<file path="src/rtl/multicycle_ctrl.sv">
// Multicycle control unit. Sequences each instruction through
// IF/ID/EXE/MEM/WB and decodes datapath controls from the current state,
// the IR opcode field and the ALU flags. Only the state is registered;
// every control output is a combinational function of those inputs.
module multicycle_ctrl #(
   parameter int unsigned     OP_W    = 6,
   parameter logic [OP_W-1:0] HALT_OP = 6'b111111
) (
   input  logic            clk,
   input  logic            Reset,
   input  logic [OP_W-1:0] Opcode,
   input  logic            Zero,
   input  logic            Sign,
   output logic            PCWre,
   output logic            IRWre,
   output logic            InsMemRW,
   output logic            ExtSel,
   output logic [1:0]      RegDst,
   output logic            RegWre,
   output logic            WrRegDSrc,
   output logic            ALUSrcA,
   output logic            ALUSrcB,
   output logic [2:0]      ALUOp,
   output logic [1:0]      PCSrc,
   output logic            mRD,
   output logic            mWR,
   output logic            DBDataSrc,
   output logic [3:0]      State
);

   typedef enum logic [3:0] {
      S_IF     = 4'd0,
      S_ID     = 4'd1,
      S_EXE_AL = 4'd2,
      S_WB_AL  = 4'd3,
      S_EXE_BR = 4'd4,
      S_EXE_LS = 4'd5,
      S_MEM    = 4'd6,
      S_WB_L   = 4'd7,
      S_HLT    = 4'd8
   } state_t;

   localparam logic [OP_W-1:0] OP_ADD   = 6'b000000;
   localparam logic [OP_W-1:0] OP_SUB   = 6'b000001;
   localparam logic [OP_W-1:0] OP_ADDIU = 6'b000010;
   localparam logic [OP_W-1:0] OP_AND   = 6'b010000;
   localparam logic [OP_W-1:0] OP_ANDI  = 6'b010001;
   localparam logic [OP_W-1:0] OP_ORI   = 6'b010010;
   localparam logic [OP_W-1:0] OP_SLL   = 6'b011000;
   localparam logic [OP_W-1:0] OP_SLT   = 6'b100110;
   localparam logic [OP_W-1:0] OP_SLTI  = 6'b100111;
   localparam logic [OP_W-1:0] OP_SW    = 6'b110000;
   localparam logic [OP_W-1:0] OP_LW    = 6'b110001;
   localparam logic [OP_W-1:0] OP_BEQ   = 6'b110100;
   localparam logic [OP_W-1:0] OP_BNE   = 6'b110101;
   localparam logic [OP_W-1:0] OP_BLTZ  = 6'b110110;
   localparam logic [OP_W-1:0] OP_J     = 6'b111000;
   localparam logic [OP_W-1:0] OP_JR    = 6'b111001;
   localparam logic [OP_W-1:0] OP_JAL   = 6'b111010;

   state_t state_q, state_d;

   logic is_rtype, is_itype, is_alu, is_branch, is_ls, is_jump, is_halt;
   logic uses_imm, zero_ext;
   logic [2:0] alu_dec;

   // Opcode class decode shared by the next-state and output logic
   always_comb begin
      is_rtype  = (Opcode == OP_ADD) || (Opcode == OP_SUB) || (Opcode == OP_AND) ||
                  (Opcode == OP_SLL) || (Opcode == OP_SLT);
      is_itype  = (Opcode == OP_ADDIU) || (Opcode == OP_ANDI) || (Opcode == OP_ORI) ||
                  (Opcode == OP_SLTI);
      is_alu    = is_rtype || is_itype;
      is_branch = (Opcode == OP_BEQ) || (Opcode == OP_BNE) || (Opcode == OP_BLTZ);
      is_ls     = (Opcode == OP_SW) || (Opcode == OP_LW);
      is_jump   = (Opcode == OP_J) || (Opcode == OP_JAL) || (Opcode == OP_JR);
      is_halt   = (Opcode == HALT_OP);
      uses_imm  = is_itype || is_ls;
      zero_ext  = (Opcode == OP_ANDI) || (Opcode == OP_ORI);
      unique case (Opcode)
         OP_SUB:           alu_dec = 3'b001;
         OP_SLL:           alu_dec = 3'b010;
         OP_ORI:           alu_dec = 3'b011;
         OP_AND, OP_ANDI:  alu_dec = 3'b100;
         OP_SLT, OP_SLTI:  alu_dec = 3'b110;
         default:          alu_dec = 3'b000;
      endcase
   end

   // State register with synchronous active-low reset back to IF
   always_ff @(posedge clk) begin
      if (!Reset) state_q <= S_IF;
      else        state_q <= state_d;
   end

   // Next-state sequencing; undefined opcodes fall back to IF as a NOP
   always_comb begin
      state_d = state_q;
      unique case (state_q)
         S_IF:     state_d = S_ID;
         S_ID: begin
            if (is_halt)        state_d = S_HLT;
            else if (is_branch) state_d = S_EXE_BR;
            else if (is_ls)     state_d = S_EXE_LS;
            else if (is_alu)    state_d = S_EXE_AL;
            else                state_d = S_IF;
         end
         S_EXE_AL: state_d = S_WB_AL;
         S_WB_AL:  state_d = S_IF;
         S_EXE_BR: state_d = S_IF;
         S_EXE_LS: state_d = S_MEM;
         S_MEM:    state_d = (Opcode == OP_LW) ? S_WB_L : S_IF;
         S_WB_L:   state_d = S_IF;
         S_HLT:    state_d = S_HLT;
         default:  state_d = S_IF;
      endcase
   end

   // Control decode; everything reads 0 while Reset is held low
   always_comb begin
      PCWre     = 1'b0;
      IRWre     = 1'b0;
      InsMemRW  = 1'b0;
      ExtSel    = 1'b0;
      RegDst    = 2'b00;
      RegWre    = 1'b0;
      WrRegDSrc = 1'b0;
      ALUSrcA   = 1'b0;
      ALUSrcB   = 1'b0;
      ALUOp     = 3'b000;
      PCSrc     = 2'b00;
      mRD       = 1'b0;
      mWR       = 1'b0;
      DBDataSrc = 1'b0;
      if (Reset) begin
         ExtSel = !zero_ext;
         unique case (state_q)
            S_IF: begin
               IRWre    = 1'b1;
               InsMemRW = 1'b1;
            end
            S_ID: begin
               // Jumps and undefined opcodes retire here
               if (!is_halt && !is_branch && !is_ls && !is_alu) begin
                  PCWre = 1'b1;
                  if (Opcode == OP_J || Opcode == OP_JAL) PCSrc = 2'b11;
                  else if (Opcode == OP_JR)               PCSrc = 2'b10;
                  if (Opcode == OP_JAL) RegWre = 1'b1;
               end
            end
            S_EXE_AL, S_WB_AL: begin
               ALUSrcA   = (Opcode == OP_SLL);
               ALUSrcB   = uses_imm;
               ALUOp     = alu_dec;
               RegDst    = is_rtype ? 2'b10 : 2'b01;
               WrRegDSrc = 1'b1;
               if (state_q == S_WB_AL) begin
                  RegWre = 1'b1;
                  PCWre  = 1'b1;
               end
            end
            S_EXE_BR: begin
               ALUOp = 3'b001;
               PCWre = 1'b1;
               if ((Opcode == OP_BEQ  &&  Zero) ||
                   (Opcode == OP_BNE  && !Zero) ||
                   (Opcode == OP_BLTZ &&  Sign))
                  PCSrc = 2'b01;
            end
            S_EXE_LS, S_MEM, S_WB_L: begin
               ALUSrcB = 1'b1;
               ALUOp   = 3'b000;
               if (state_q == S_MEM) begin
                  mRD   = (Opcode == OP_LW);
                  mWR   = (Opcode == OP_SW);
                  PCWre = (Opcode == OP_SW);
               end
               if (state_q == S_WB_L) begin
                  mRD       = 1'b1;
                  RegDst    = 2'b01;
                  RegWre    = 1'b1;
                  WrRegDSrc = 1'b1;
                  DBDataSrc = 1'b1;
                  PCWre     = 1'b1;
               end
            end
            default: ;
         endcase
      end
   end

   assign State = state_q;

endmodule

</file>
<file path="config.mk">
export PLATFORM = sky130hd
export DESIGN_NAME = multicycle_ctrl
export DESIGN_NICKNAME = d
export VERILOG_FILES = /design/src/rtl/multicycle_ctrl.sv
export SDC_FILE = /design/constraint.sdc
export NUM_CORES = 1
export LEC_CHECK = 0
export CORE_MARGIN = 5
export CORE_UTILIZATION = 37
export CTS_CLUSTER_DIAMETER = 200
export DETAILED_ROUTE_END_ITERATION = 8
export PLACE_DENSITY = 0.71
export SYNTH_ARGS = -nofsm -noshare
export SYNTH_HDL_FRONTEND = slang
export SYNTH_SLANG_ARGS = --single-unit
</file>
<file path="constraint.sdc">
create_clock -name clk -period 1.6 [get_ports clk]
set_clock_uncertainty 0.05 [all_clocks]
set_input_delay 0.24 -clock clk [delete_from_list [all_inputs] [get_ports clk]]
set_output_delay 0.24 -clock clk [all_outputs]
set_load 0.05 [all_outputs]
</file>
==> results of run 1 <==
[synthesized netlist by cell type (2+ instances only)]
cell | number | area share
a211oi_1 | 3 | 0.030
a21oi_1 | 8 | 0.053
a31oi_1 | 4 | 0.033
and2_1 | 3 | 0.025
and3_1 | 2 | 0.017
and4_1 | 2 | 0.023
buf_2 | 6 | 0.040
buf_4 | 2 | 0.020
dfxtp_1 | 4 | 0.11
inv_1 | 2 | 0.0099
nand2_1 | 11 | 0.055
nand2b_1 | 7 | 0.058
nand3_1 | 5 | 0.033
nand3b_1 | 4 | 0.040
nand4_1 | 2 | 0.017
nor2_1 | 22 | 0.11
nor2b_1 | 3 | 0.025
nor3_1 | 3 | 0.020
o21ai_0 | 4 | 0.026
o21ai_1 | 4 | 0.026
xnor2_1 | 4 | 0.046
[logic make-up after synthesis]
logic type | Yosys count | share of synthesized area
compound gates | 30 | 0.2479
buf+inv | 13 | 0.09420
simple gates | 69 | 0.5058
flops | 4 | 0.1058
xor+xnor | 4 | 0.04628
[through the flow]
stage	hold slack [ns]	instances	TNS [ns]	util
floorplan	0.4490	120	-1.641	-
global placement	0.5365	217	-7.805	0.8954
detailed placement	0.5588	217	-9.133	0.8954
==> impl_metrics.ini, run 1 <==
[place]
hpwl_mm = 3.021
gp_congestion = 0.8738
place.port_buffers = 31
dpl_cell_area_mm2 = 0.001757
place_ws_ns = -0.7139

[synth]
synth_edf_count = 0
ys_ff_latch = 4
ys_seq_area_frac = 0.1058
syn_inst = 120
synth-main-ff-cell = dfxtp_1
syn_avg_cell_area_um2 = 6.308
synth_fp_nets = 130
async_reset_ff_frac = 0
yosys_warnings = 0
yosysUniqueCellTypes = 36
syn_area_um2 = 757.0

[die]
die_h_um = 55.23
ios = 32
fp.dieW_um = 55.23
start_util = 0.3858
num_rows = 16

[clock_network]
cts_root_buf = clkbuf_4
cts_hold_buf = 0
clock_sinks = 4
numCtsBuffers = 3
cts_resized = 49
post-cts-setup-buffers = 8
htree_levels = 1
cts_buffer_depth = 2

[status]
stop_stage = 4_1_cts
error_line = [ERROR DPL-0033] detailed placement checks failed during check placement.
status = aborted with a tool error
==> inputs of run 2 (changes only) <==
Settings changed: CORE_AREA from default to 5 5 66 68, CORE_MARGIN 5 to default, CORE_UTILIZATION 37 to default, CTS_CLUSTER_DIAMETER 200 to default, DIE_AREA from default to 0 0 71 73, PLACE_DENSITY 0.71 to default, PLACE_DENSITY_LB_ADDON from default to 0.15.
==> run 2 against run 1 <==
The flow now finishes, with violations (negative setup slack); area after synthesis unchanged; synthesized cell count unchanged.
==> impl_metrics.ini, run 2 <==
[timing]
timing.setup.tns_ns = -4.511
slew_headroom = 0.7304
whs_ns = 0.4325
fin_crit_sh = 1.303
fin_ws_ns = -0.4852
max_freq_ghz = 0.4796
final_hold_viol_count = 0
tightest_slew_ns = 0.3992
finalMaxSlewViolations = 0
setup_violations = 17
rsz0062_at_grt = true
fin_crit_ns = 2.085

[critical_path]
cpPeakStageDelay_ns = 0.35
worst_path_max_delay_cell = dfxtp_4
cp_max_fo = 3
criticalPathCategory = flop to primary output
critPathCaptureType = primary output
crit_required_ns = 1.31
crit_chain = nor4b_4, nand4_1, nor2_2, a31oi_1, nor4_4, buf_12
crit_path_start_kind = flop
r2r_start = State[3]
startpoint = State[3]
critical_path_arrival_ns = 1.80

[detailed_routing]
drt_iter0_markers = 26
avgViaCountPerCell = 4.706
num_vias = 1153
drcViolationCount = 0
wl_per_cell_um = 14.08
wirelength_mm = 3.449
ant_nets = 0
first_pass_iters = 4

[synth]
syn_area_um2 = 757.0
ys_ff_latch = 4
syn_inst = 120
yosys.cell_count.top_type = nor2_1
ys_seq_area_frac = 0.1058
yosys.area.top_type = nor2_1
synth_edf_count = 0
synth_fp_nets = 130
synth_area_leaders = nor2_1, dfxtp_1, nand2b_1, nand2_1, a21oi_1
ys_top_cells_by_count = nor2_1, nand2_1, a21oi_1
yosysUniqueCellTypes = 36
async_reset_ff_frac = 0
synth-main-ff-cell = dfxtp_1
yosysTopAreaCellShare = 0.1091
syn_avg_cell_area_um2 = 6.308
yosys_warnings = 0

[cells_and_area]
nets = 207
areaGrowthSynthToFinish_pct = 164.0
final_common_cell = buf_4
final_layout_size_suffix_gt1_frac = 0.6256
diodes = 0
n_fill_cell = 380
stdcell_area_mm2 = 0.001998
largest_reg_flops = 4
final_cell_mix = buf_4, buf_12, nor2_1

[die]
num_rows = 23
fp.dieW_um = 71
die-area_mm2 = 0.005183
die_h_um = 73
start_util = 0.1993
placeableCoreArea_mm2 = 0.003799
ios = 32

[power]
p_per_area_mw_per_mm2 = 399.4
vdd_drop_max_uv = 170.0
finalPower_mw = 0.7980
leakage_nw = 0.7811

[clock_network]
cts_buffer_depth = 2
htree_levels = 1
numCtsBuffers = 3
cts_tree = yes
insertion_delay_ns = 0.22
clkSlewWorstSetupHoldPaths_ns = 0.03
cts_hold_buf = 0
cts_root_buf = clkbuf_8
clock_sinks = 4

[place]
gp_congestion = 0.8130
hpwl_mm = 2.585
place_ws_ns = -0.6847
place.port_buffers = 31
dpl_cell_area_mm2 = 0.001773

[global_routing]
grt.met2_usage = 0.2647
grt_max_degree = 10
grt_pass1_vias = 1264
grt_first_pass_wirelength_mm = 5.768
grt_overflow = 0
busiest_layer = met2
grt_util_met1 = 0.1519
antenna_found_initial = 0
grtUsageMet3 = 0.02066
grtUsageTotal = 0.1377

[status]
status = finished with violations
violations = negative setup slack

[flow_run]
drv_cap = 0

[worst_hold_path]
hold_path_class = input pin to flop
min-delay-start = Opcode[0]
run 2: path summary, 6_finish.rpt:
| kind | to | slack [ns] | cells past startpoint |
|---|---|---|---|
| setup reg to reg | State[1] | 0.07 | 7 |
| hold / removal | State[2] | 0.43 | 4 |
| setup / recovery | PCSrc[0] | -0.49 | 6 |
| hold reg to reg | State[3] | 0.52 | 2 |
run 2: final cells by class:
cell class	count	area (um^2)	area share
multi-input cells	103	848.3	0.4245
flip-flops and latches	4	95.09	0.04759
repair buffers	82	935.9	0.4684
clock buffers	3	41.29	0.02066
inverters	3	15.01	0.007514
well taps	50	62.56	0.03131
run 2: cell families (layout without fill, tap and decap cells):
logic type      after synthesis  in the layout  synth area share
flops                         4              4            0.1058
xor+xnor                      4              4           0.04628
simple gates                 69             69            0.5058
buf+inv                      13             88           0.09420
compound gates               30             30            0.2479
run 2: layer usage:
layer / vias to the layer above / wire length (um)
met2: 27 / 1831
met5: - / 0
met1: 548 / 1446
met3: 4 / 135
li1: 574 / -
met4: 0 / 36
run 2: timing repair:
item | CTS | global route
resized for setup | 41 | 15
setup endpoints to repair | 21 | 18
pin swaps | 17 | 10
setup buffers | 6 | 3
run 2: power by group:
group	total [mW]	leakage [nW]	internal, mW	switching (mW)
clock	0.217	0.0216	0.161	0.0558
sequential	0.111	0.0355	0.104	0.00668
combinational	0.471	0.724	0.227	0.244
run 2: per-stage QoR:
| stage | utilization | cells |
|---|---|---|
| 2_1_floorplan | - | 120 |
| 5_1_grt | 0.5260 | 245 |
| 3_3_place_gp | 0.4667 | 235 |
| 6_report | 0.5260 | 245 |
| 4_1_cts | 0.5208 | 244 |
| 3_5_place_dp | 0.4667 | 235 |
run 2: worst max-delay path: cells and delay by family, from the launching register on:
kind,cells,cell delay (ns)
flip-flops,1,0.35
AO/OA/AOI/OAI,1,0.09
AND/OR/NAND/NOR,4,0.97
buffers and inverters,1,0.18
Note: power is estimated with default switching activity, not from simulation.
==> inputs of run 3 (changes only) <==
Settings changed: GPL_ROUTABILITY_DRIVEN from default to 0, PLACE_DENSITY from default to 0.55, PLACE_DENSITY_LB_ADDON 0.15 to default.
==> run 3 against run 2 <==
Wire length rose by 4.2%; sequential share of layout area decreased by 0.17 points; non-clock buffer count rose by 7; critical path depth stayed put; sequential cell count unchanged; fmax up 0.48%; the run still ends with negative setup slack left; sequential power is essentially flat; core utilization is 2.0 points higher; total power rose by 2.8%; clock power is essentially flat; worst setup slack improved by 0.0099 ns; hold slack improved by 0.067 ns.
==> impl_metrics.ini, run 3 (synthesis results as in run 2) <==
[detailed_routing]
wl_met3_um = 136
dr.max_layer_used = met4
drcViolationCount = 0
wirelength_mm = 3.593
first_pass_iters = 4
wl_per_cell_um = 14.26
met2_length_mm = 2.006
avgViaCountPerCell = 4.762
wl_met1_mm = 1.381
ant_nets = 0
num_vias = 1200
drt_iter0_markers = 97

[power]
p_per_area_mw_per_mm2 = 395.6
power_frac_clock = 0.269
switching_share = 0.3887
vdd_drop_max_uv = 157.1
finalPower_mw = 0.8201
pwr-share-comb = 0.595
leakage_nw = 0.8172
internal_power_mw = 0.5013
seqPwrFrac = 0.136
p_switching_mw = 0.3188

[critical_path]
critPathCaptureType = primary output
cp_max_fo = 2
crit_path_start_kind = flop
ff2ff_path_depth = 7
criticalPathCategory = flop to primary output
critical_path_arrival_ns = 1.79
crit_required_ns = 1.31

[die]
placeableCoreArea_mm2 = 0.003799
die-area_mm2 = 0.005183
start_util = 0.1993
fp.dieW_um = 71
die_h_um = 73
num_rows = 23
ios = 32

[global_routing]
grtUsageTotal = 0.1426
antenna_found_initial = 0
grt_max_degree = 9
grt_overflow = 0
grt_first_pass_wirelength_mm = 5.982
grt_pass1_vias = 1280

[clock_network]
numCtsBuffers = 3
cts_buffer_depth = 2
cts_tree = yes
clock_sinks = 4
cts_root_buf = clkbuf_8
clkSlewWorstSetupHoldPaths_ns = 0.03
htree_levels = 1
insertion_delay_ns = 0.22
cts_hold_buf = 0

[cells_and_area]
nets = 214
areaGrowthSynthToFinish_pct = 173.9
regArea_um2 = 95.09
multi_input_area_um2 = 872.1
final_common_cell = buf_4
diodes = 0
n_fill_cell = 336
largest_reg_flops = 4
final_layout_size_suffix_gt1_frac = 0.6683
final_cell_mix = buf_4, buf_12, nor2_1

[timing]
fin_crit_ns = 2.075
fin_crit_sh = 1.297
finalMaxSlewViolations = 0
rsz0062_at_grt = true
final_hold_viol_count = 0
slew_headroom = 0.7129
whs_ns = 0.4993
fin_ws_ns = -0.4754
tightest_slew_ns = 0.4273
setup_violations = 17
max_freq_ghz = 0.4818

[flow_run]
drv_cap = 0

[status]
violations = negative setup slack
status = finished with violations

[worst_hold_path]
hold_path_class = input pin to flop
holdPathStages = 5

[place]
place.port_buffers = 31
hpwl_mm = 2.595
place_ws_ns = -0.5869
[run 3: layout make-up]
cell class / instances / area share
timing repair buffer: 89 / 0.4762
multi-input combinational: 103 / 0.4206
sequential: 4 / 0.04587
tap: 50 / 0.03017
clock buffer: 3 / 0.01992
inverter: 3 / 0.007242
[run 3: power by group through the flow]
stage	registers, mW	logic (mW)	clock network, mW
floorplan	0.133	0.207	0
CTS	0.112	0.481	0.223
finish	0.112	0.488	0.220
detailed placement	0.113	0.429	0
global placement	0.112	0.423	0
global route	0.113	0.516	0.229
[run 3: per-stage QoR]
step	util	std cells	TNS [ns]	area (um^2)
finish	0.5458	252	-4.582	2073
detailed placement	0.4615	234	-8.186	1753
global placement	0.4615	234	-7.695	1753
floorplan	-	120	-1.641	907.1
global route	0.5458	252	-5.559	2073
CTS	0.5431	251	-4.419	2063
[run 3: critical path, cell delays in order, from the launching register on]
cell     delay [ns]
dfxtp_4        0.34
nor4b_4        0.32
nand4_1        0.18
nor2_2         0.14
a31oi_1        0.08
nor4_4         0.32
buf_12         0.18
[run 3: worst paths after layout]
kind | slack (ns) | startpoint | to
setup / recovery | -0.48 | State[3] | PCSrc[0]
hold / removal | 0.50 | Opcode[5] | State[3]
setup reg to reg | 0.11 | State[3] | State[1]
hold reg to reg | 0.54 | State[2] | State[3]
[run 3: routing by layer]
metal / track usage / vias up
met4: 0.06054 / 0
met5: 0 / -
met3: 0.02617 / 5
met1: 0.1528 / 579
li1: - / 586
met2: 0.2719 / 30
[run 3: timing repair]
item | 4_1_cts | 5_1_grt
resized for setup | 59 | 10
pin swaps | 17 | 8
setup endpoints to repair | 21 | 19
setup buffers | 17 | 4
==> patch 1 (config.mk and constraints of run 2) <==
Change the parameter `OP_W` from 6 to 8.
--- a/src/rtl/multicycle_ctrl.sv
+++ b/src/rtl/multicycle_ctrl.sv
@@ -3,7 +3,7 @@
 // the IR opcode field and the ALU flags. Only the state is registered;
 // every control output is a combinational function of those inputs.
 module multicycle_ctrl #(
-   parameter int unsigned     OP_W    = 6,
+   parameter int unsigned     OP_W    = 8,
    parameter logic [OP_W-1:0] HALT_OP = 6'b111111
 ) (
    input  logic            clk,
Interface: changed (resized Opcode); port bits go from 32 to 34. No check against the original RTL was run, so the function may have changed too.
==> patch 1 against run 2 <==
- the flow still finishes with violations (setup timing)
- global-route usage increased by 2.4 points
- non-clock buffer count increased by 14
- sequential share of layout area decreased by 0.77 points
- synthesized area increased by 5.6%
- power decreased by 11%
- design area increased by 19%
- cell count increased by 4.9%
- routed wire length increased by 15%
- clock power decreased by 4%
- worst setup slack got worse by 110 ps
- sequential cell count unchanged
- sequential power decreased by 9%
==> patch 1: results (changes against run 2) <==
- The final reports fail on setup timing.
- The weighted congestion at the end of routability-driven global placement was 0.909 (+12%).
- The sum of met2 wire segment lengths after detailed routing is 2.05 mm (+12%).
- The startpoint identified for the worst register-to-register timing path is State[1].
- The number of DRC markers in iteration 0 was 46 (+77%).
- The master of the slowest instance on the critical path is sky130_fd_sc_hd__or4b_4.
- The final worst slack is -592 ps (-106 ps).
- The average instance area after synthesis is 6.61 um2 (+4.7%).
- The data arrival time of the worst path is 1900 ps (+100 ps).
- The delay of the slowest cell on the worst path is 580 ps (+230 ps).
- The number of buffers added for setup after CTS was 12 (+6).
- The number of cell instances on the worst register-to-register path is 4 (-3).
- The proportion of layout cells with a drive suffix above 1 is 75.4% (+13 points).
- The worst slew slack as a fraction of its limit was 66.2% (-6.8 points).
- The number of different library cells in the post-synthesis netlist is 43 (+19%).
- The layout net count is 221 (+6.8%).
- The number of endpoints failing setup at the final stage is 18 (+1).
- The count of vias placed by the detailed router is 1299 (+13%).
- The sequential share of the synthesized area is 10.0% (-0.56 points).
- The worst hold path depth came to 5 (+1).
- The net count of the mapped netlist is 133 (+2.3%).
- The largest voltage drop on the vdd net is 0.273 mV (+61%).
- The routed metal-1 wirelength is 1.65 mm (+14%).
- The leakage power summed over all cells came to 0.882 nW (+13%).
- The start point of the worst min-delay path is Opcode[2].
- The final routed wirelength across all metal layers is 3.98 mm (+15%).
- The number of resized instances in the post-cts repair step is 87 (+110%).
- The fraction of area in non-clock buffers is 45.5% (-1.4 points).
- The end point of the critical path is PCWre.
- The run finished, with violations left.
- The placed instance area is 1940 um2 (+9.4%).
- After synthesis, the cell types taking the most area are sky130_fd_sc_hd__dfxtp_1 (10%), sky130_fd_sc_hd__a21oi_1 (5.6%), sky130_fd_sc_hd__nor2_1 (5.2%).
- The amount of wire on met3 after detailed routing is 198 um (+47%).
- The count of multi-input combinational gates came to 98 (-4.9%).
- Among cell families on the critical path, the largest total delay comes from compound AO/OA/AOI/OAI gates.
- The worst hold slack across all endpoints is 526 ps (+93.6 ps).
- The multi-input logic area was 1070 um2 (+26%).
## patch 1: cell types whose count changed in the layout (fill, tap and decap cells not counted), moves of 5 or more
| cell | before | now |
|---|---|---|
| sky130_fd_sc_hd__buf_6 | 7 | 15 |
| sky130_fd_sc_hd__nand2_1 | 10 | 5 |
| sky130_fd_sc_hd__nor2_1 | 13 | 6 |
| sky130_fd_sc_hd__buf_4 | 43 | 49 |
## patch 1: power by group
part | total (W) | internal, W | switching [W]
combinational | 0.000401 | 0.000202 | 0.000199
sequential | 0.000101 | 0.0000984 | 0.00000277
clock | 0.000208 | 0.000160 | 0.0000479
total | 0.000710 | 0.000460 | 0.000250
## patch 1: logic make-up after synthesis
| logic type | synth area share, % |
|---|---|
| XOR/XNOR | 3.29 |
| AO/OA/AOI/OAI | 28.6 |
| AND/OR/NAND/NOR | 45.2 |
| multiplexers | 1.41 |
| buffers and inverters | 11.4 |
| flip-flops | 10.0 |
==> patch 2 (flow settings as in run 2) <==
Made on the original files. Put a register stage on the output `IRWre`, with the module's reset. The value now appears one clock later. The other outputs are not delayed to match.
--- a/src/rtl/multicycle_ctrl.sv
+++ b/src/rtl/multicycle_ctrl.sv
@@ -58,6 +58,8 @@
    localparam logic [OP_W-1:0] OP_JR    = 6'b111001;
    localparam logic [OP_W-1:0] OP_JAL   = 6'b111010;
 
+   logic IRWre_d;
+
    state_t state_q, state_d;
 
    logic is_rtype, is_itype, is_alu, is_branch, is_ls, is_jump, is_halt;
@@ -119,7 +121,7 @@
    // Control decode; everything reads 0 while Reset is held low
    always_comb begin
       PCWre     = 1'b0;
-      IRWre     = 1'b0;
+      IRWre_d   = 1'b0;
       InsMemRW  = 1'b0;
       ExtSel    = 1'b0;
       RegDst    = 2'b00;
@@ -136,7 +138,7 @@
          ExtSel = !zero_ext;
          unique case (state_q)
             S_IF: begin
-               IRWre    = 1'b1;
+               IRWre_d  = 1'b1;
                InsMemRW = 1'b1;
             end
             S_ID: begin
@@ -191,5 +193,13 @@
 
    assign State = state_q;
 
+   always_ff @(posedge clk) begin
+      if (!Reset) begin
+         IRWre <= '0;
+      end else begin
+         IRWre <= IRWre_d;
+      end
+   end
+
 endmodule
 
Function: changed (Yosys sat finds a counterexample within 4 cycles, from zero or initial values and one cycle with Reset low).
==> patch 2 against run 2 <==
- the flow still finishes with violations (setup timing)
- sequential cell count is 1 higher
- worst setup slack better by 110 ps
- routed wire length is 4.0% higher
- synthesized area is 11% higher
- design area is 11% higher
- global-route usage is 0.21 points lower
- die area stayed put
- power is 3.5% higher
- via count is 4.9% higher
==> patch 2: results (changes against run 2) <==
- The final reports fail on setup timing.
- The net count of the mapped netlist came to 132 (+1.5%).
- The proportion of layout cells with a drive suffix above 1 came to 71.8% (+9.2 points).
- The final worst slack is -378 ps (+107 ps).
- The number of antenna violations at the first check in global routing is 0 (unchanged).
- The leakage power summed over all cells is 0.856 nW (+9.6%).
- The largest voltage drop on the vdd net is 0.282 mV (+66%).
- The number of endpoints failing setup at the final stage came to 16 (-1).
- The count of filler cells inserted in the layout is 325 (-14%).
- The largest driver fanout on the critical path came to 3 (unchanged).
- The wire length of the first global-routing pass is 5.76 mm (-0.12%).
- The switching power is 0.000304 W (-0.75%).
- The final routed wirelength across all metal layers came to 3.59 mm (+4.0%).
- The Yosys warning count is 0 (unchanged).
- The sequential share of the synthesized area is 11.9% (+1.4 points).
- By count the netlist is led by sky130_fd_sc_hd__nor2_1 (11), sky130_fd_sc_hd__a21oi_1 (9), sky130_fd_sc_hd__nand2_1 (8), sky130_fd_sc_hd__o21ai_0 (8), sky130_fd_sc_hd__buf_2 (7).
- The pin count of the biggest net entering global routing is 16 (+6).
- By area the synthesized netlist is led by sky130_fd_sc_hd__dfxtp_1 (12%), sky130_fd_sc_hd__a21oi_1 (5.4%), sky130_fd_sc_hd__nor2_1 (4.9%).
- The minimum setup slack after placement is -668 ps (+16.4 ps).
- The run finished, with violations left.
- The HPWL reported at the end of detailed placement was 2.49 mm (-3.6%).
- The number of DRC markers in iteration 0 is 28 (+7.7%).
- The worst slew slack as a fraction of its limit was 78.2% (+5.2 points).
- The number of vias per cell after detailed routing is 4.80 (+1.9%).
- The number of hold violations in the final report came to 0 (unchanged).
- The data arrival time of the worst path is 1690 ps (-110 ps).
- The number of different library cells in the post-synthesis netlist is 43 (+19%).
- The placed instance area is 1820 um2 (+2.7%).
- The number of global-route vias before repair is 1216 (-3.8%).
- The combined global-route utilization of all metal layers was 13.6% (-0.21 points).
- The clock tree root buffer cell is sky130_fd_sc_hd__clkbuf_8.
- The layout net count is 213 (+2.9%).
- For this run, the leading register cell type out of synthesis is sky130_fd_sc_hd__dfxtp_1.
patch 2: kinds of logic (layout without fill, tap and decap cells):
logic type / after synthesis / count (layout) / share of synthesized area (%)
compound gates: 33 / 33 / 25.5
flops: 5 / 5 / 11.9
xor+xnor: 2 / 2 / 2.09
buf+inv: 17 / 97 / 11.8
simple gates: 65 / 65 / 48.7
patch 2: area by class of cell:
class                      instances  area (um2)  area share (%)
clock buffer                       4        45.0            2.03
inverter                           4        18.8           0.847
tap                               50        62.6            2.82
timing repair buffer              89         986            44.5
sequential                         5         115            5.19
multi-input combinational        100         988            44.6
patch 2: worst paths after layout:
| kind | startpoint | endpoint | slack, ps | depth (start not counted) |
|---|---|---|---|---|
| setup / recovery | State[1] | PCWre | -380 | 6 |
| hold / removal | Reset | IRWre | 500 | 3 |
| setup reg to reg | State[1] | State[3] | 70 | 6 |
| hold reg to reg | State[1] | IRWre | 570 | 2 |
patch 2: stage by stage:
stage / utilization, % / hold slack, ps / TNS [ps] / power [W] / cells
floorplan: - / 400 / -2450 / 0.000336 / 122
global placement: 47.9 / 566 / -8220 / 0.000513 / 235
detailed placement: 47.9 / 571 / -8690 / 0.000516 / 235
CTS: 55.7 / 503 / -5160 / 0.000799 / 251
global route: 58.3 / 503 / -4530 / 0.000876 / 252
finish: 58.3 / 504 / -3650 / 0.000826 / 252
patch 2: worst max-delay path, cell delays in order (launching register included):
cell and delay (ps):
sky130_fd_sc_hd__dfxtp_4 340, sky130_fd_sc_hd__nor4b_4 340, sky130_fd_sc_hd__buf_4 200, sky130_fd_sc_hd__nand2_2 50, sky130_fd_sc_hd__o22a_1 210, sky130_fd_sc_hd__nor3_4 170, sky130_fd_sc_hd__buf_12 160
patch 2: metal layers:
metal	GRT usage [%]	up-vias	routed length, um
met4	2.30	0	7
met1	17.1	569	1610
met2	24.2	23	1880
met3	2.75	2	97
met5	0	-	0
li1	-	615	-
patch 2: power by group through the flow:
stage / Combinational [W] / Sequential, W / Clock, W
floorplan: 0.000177 / 0.000159 / 0
CTS: 0.000425 / 0.000134 / 0.000241
finish: 0.000458 / 0.000134 / 0.000234
global placement: 0.000379 / 0.000135 / 0
global route: 0.000482 / 0.000135 / 0.000260
detailed placement: 0.000382 / 0.000135 / 0
patch 2: what timing repair did:
action	in CTS	in global routing
endpoints found under the setup margin	20	19
setup buffers	11	3
pin swaps	19	19
gates resized for setup	60	32
gates cloned	1	0
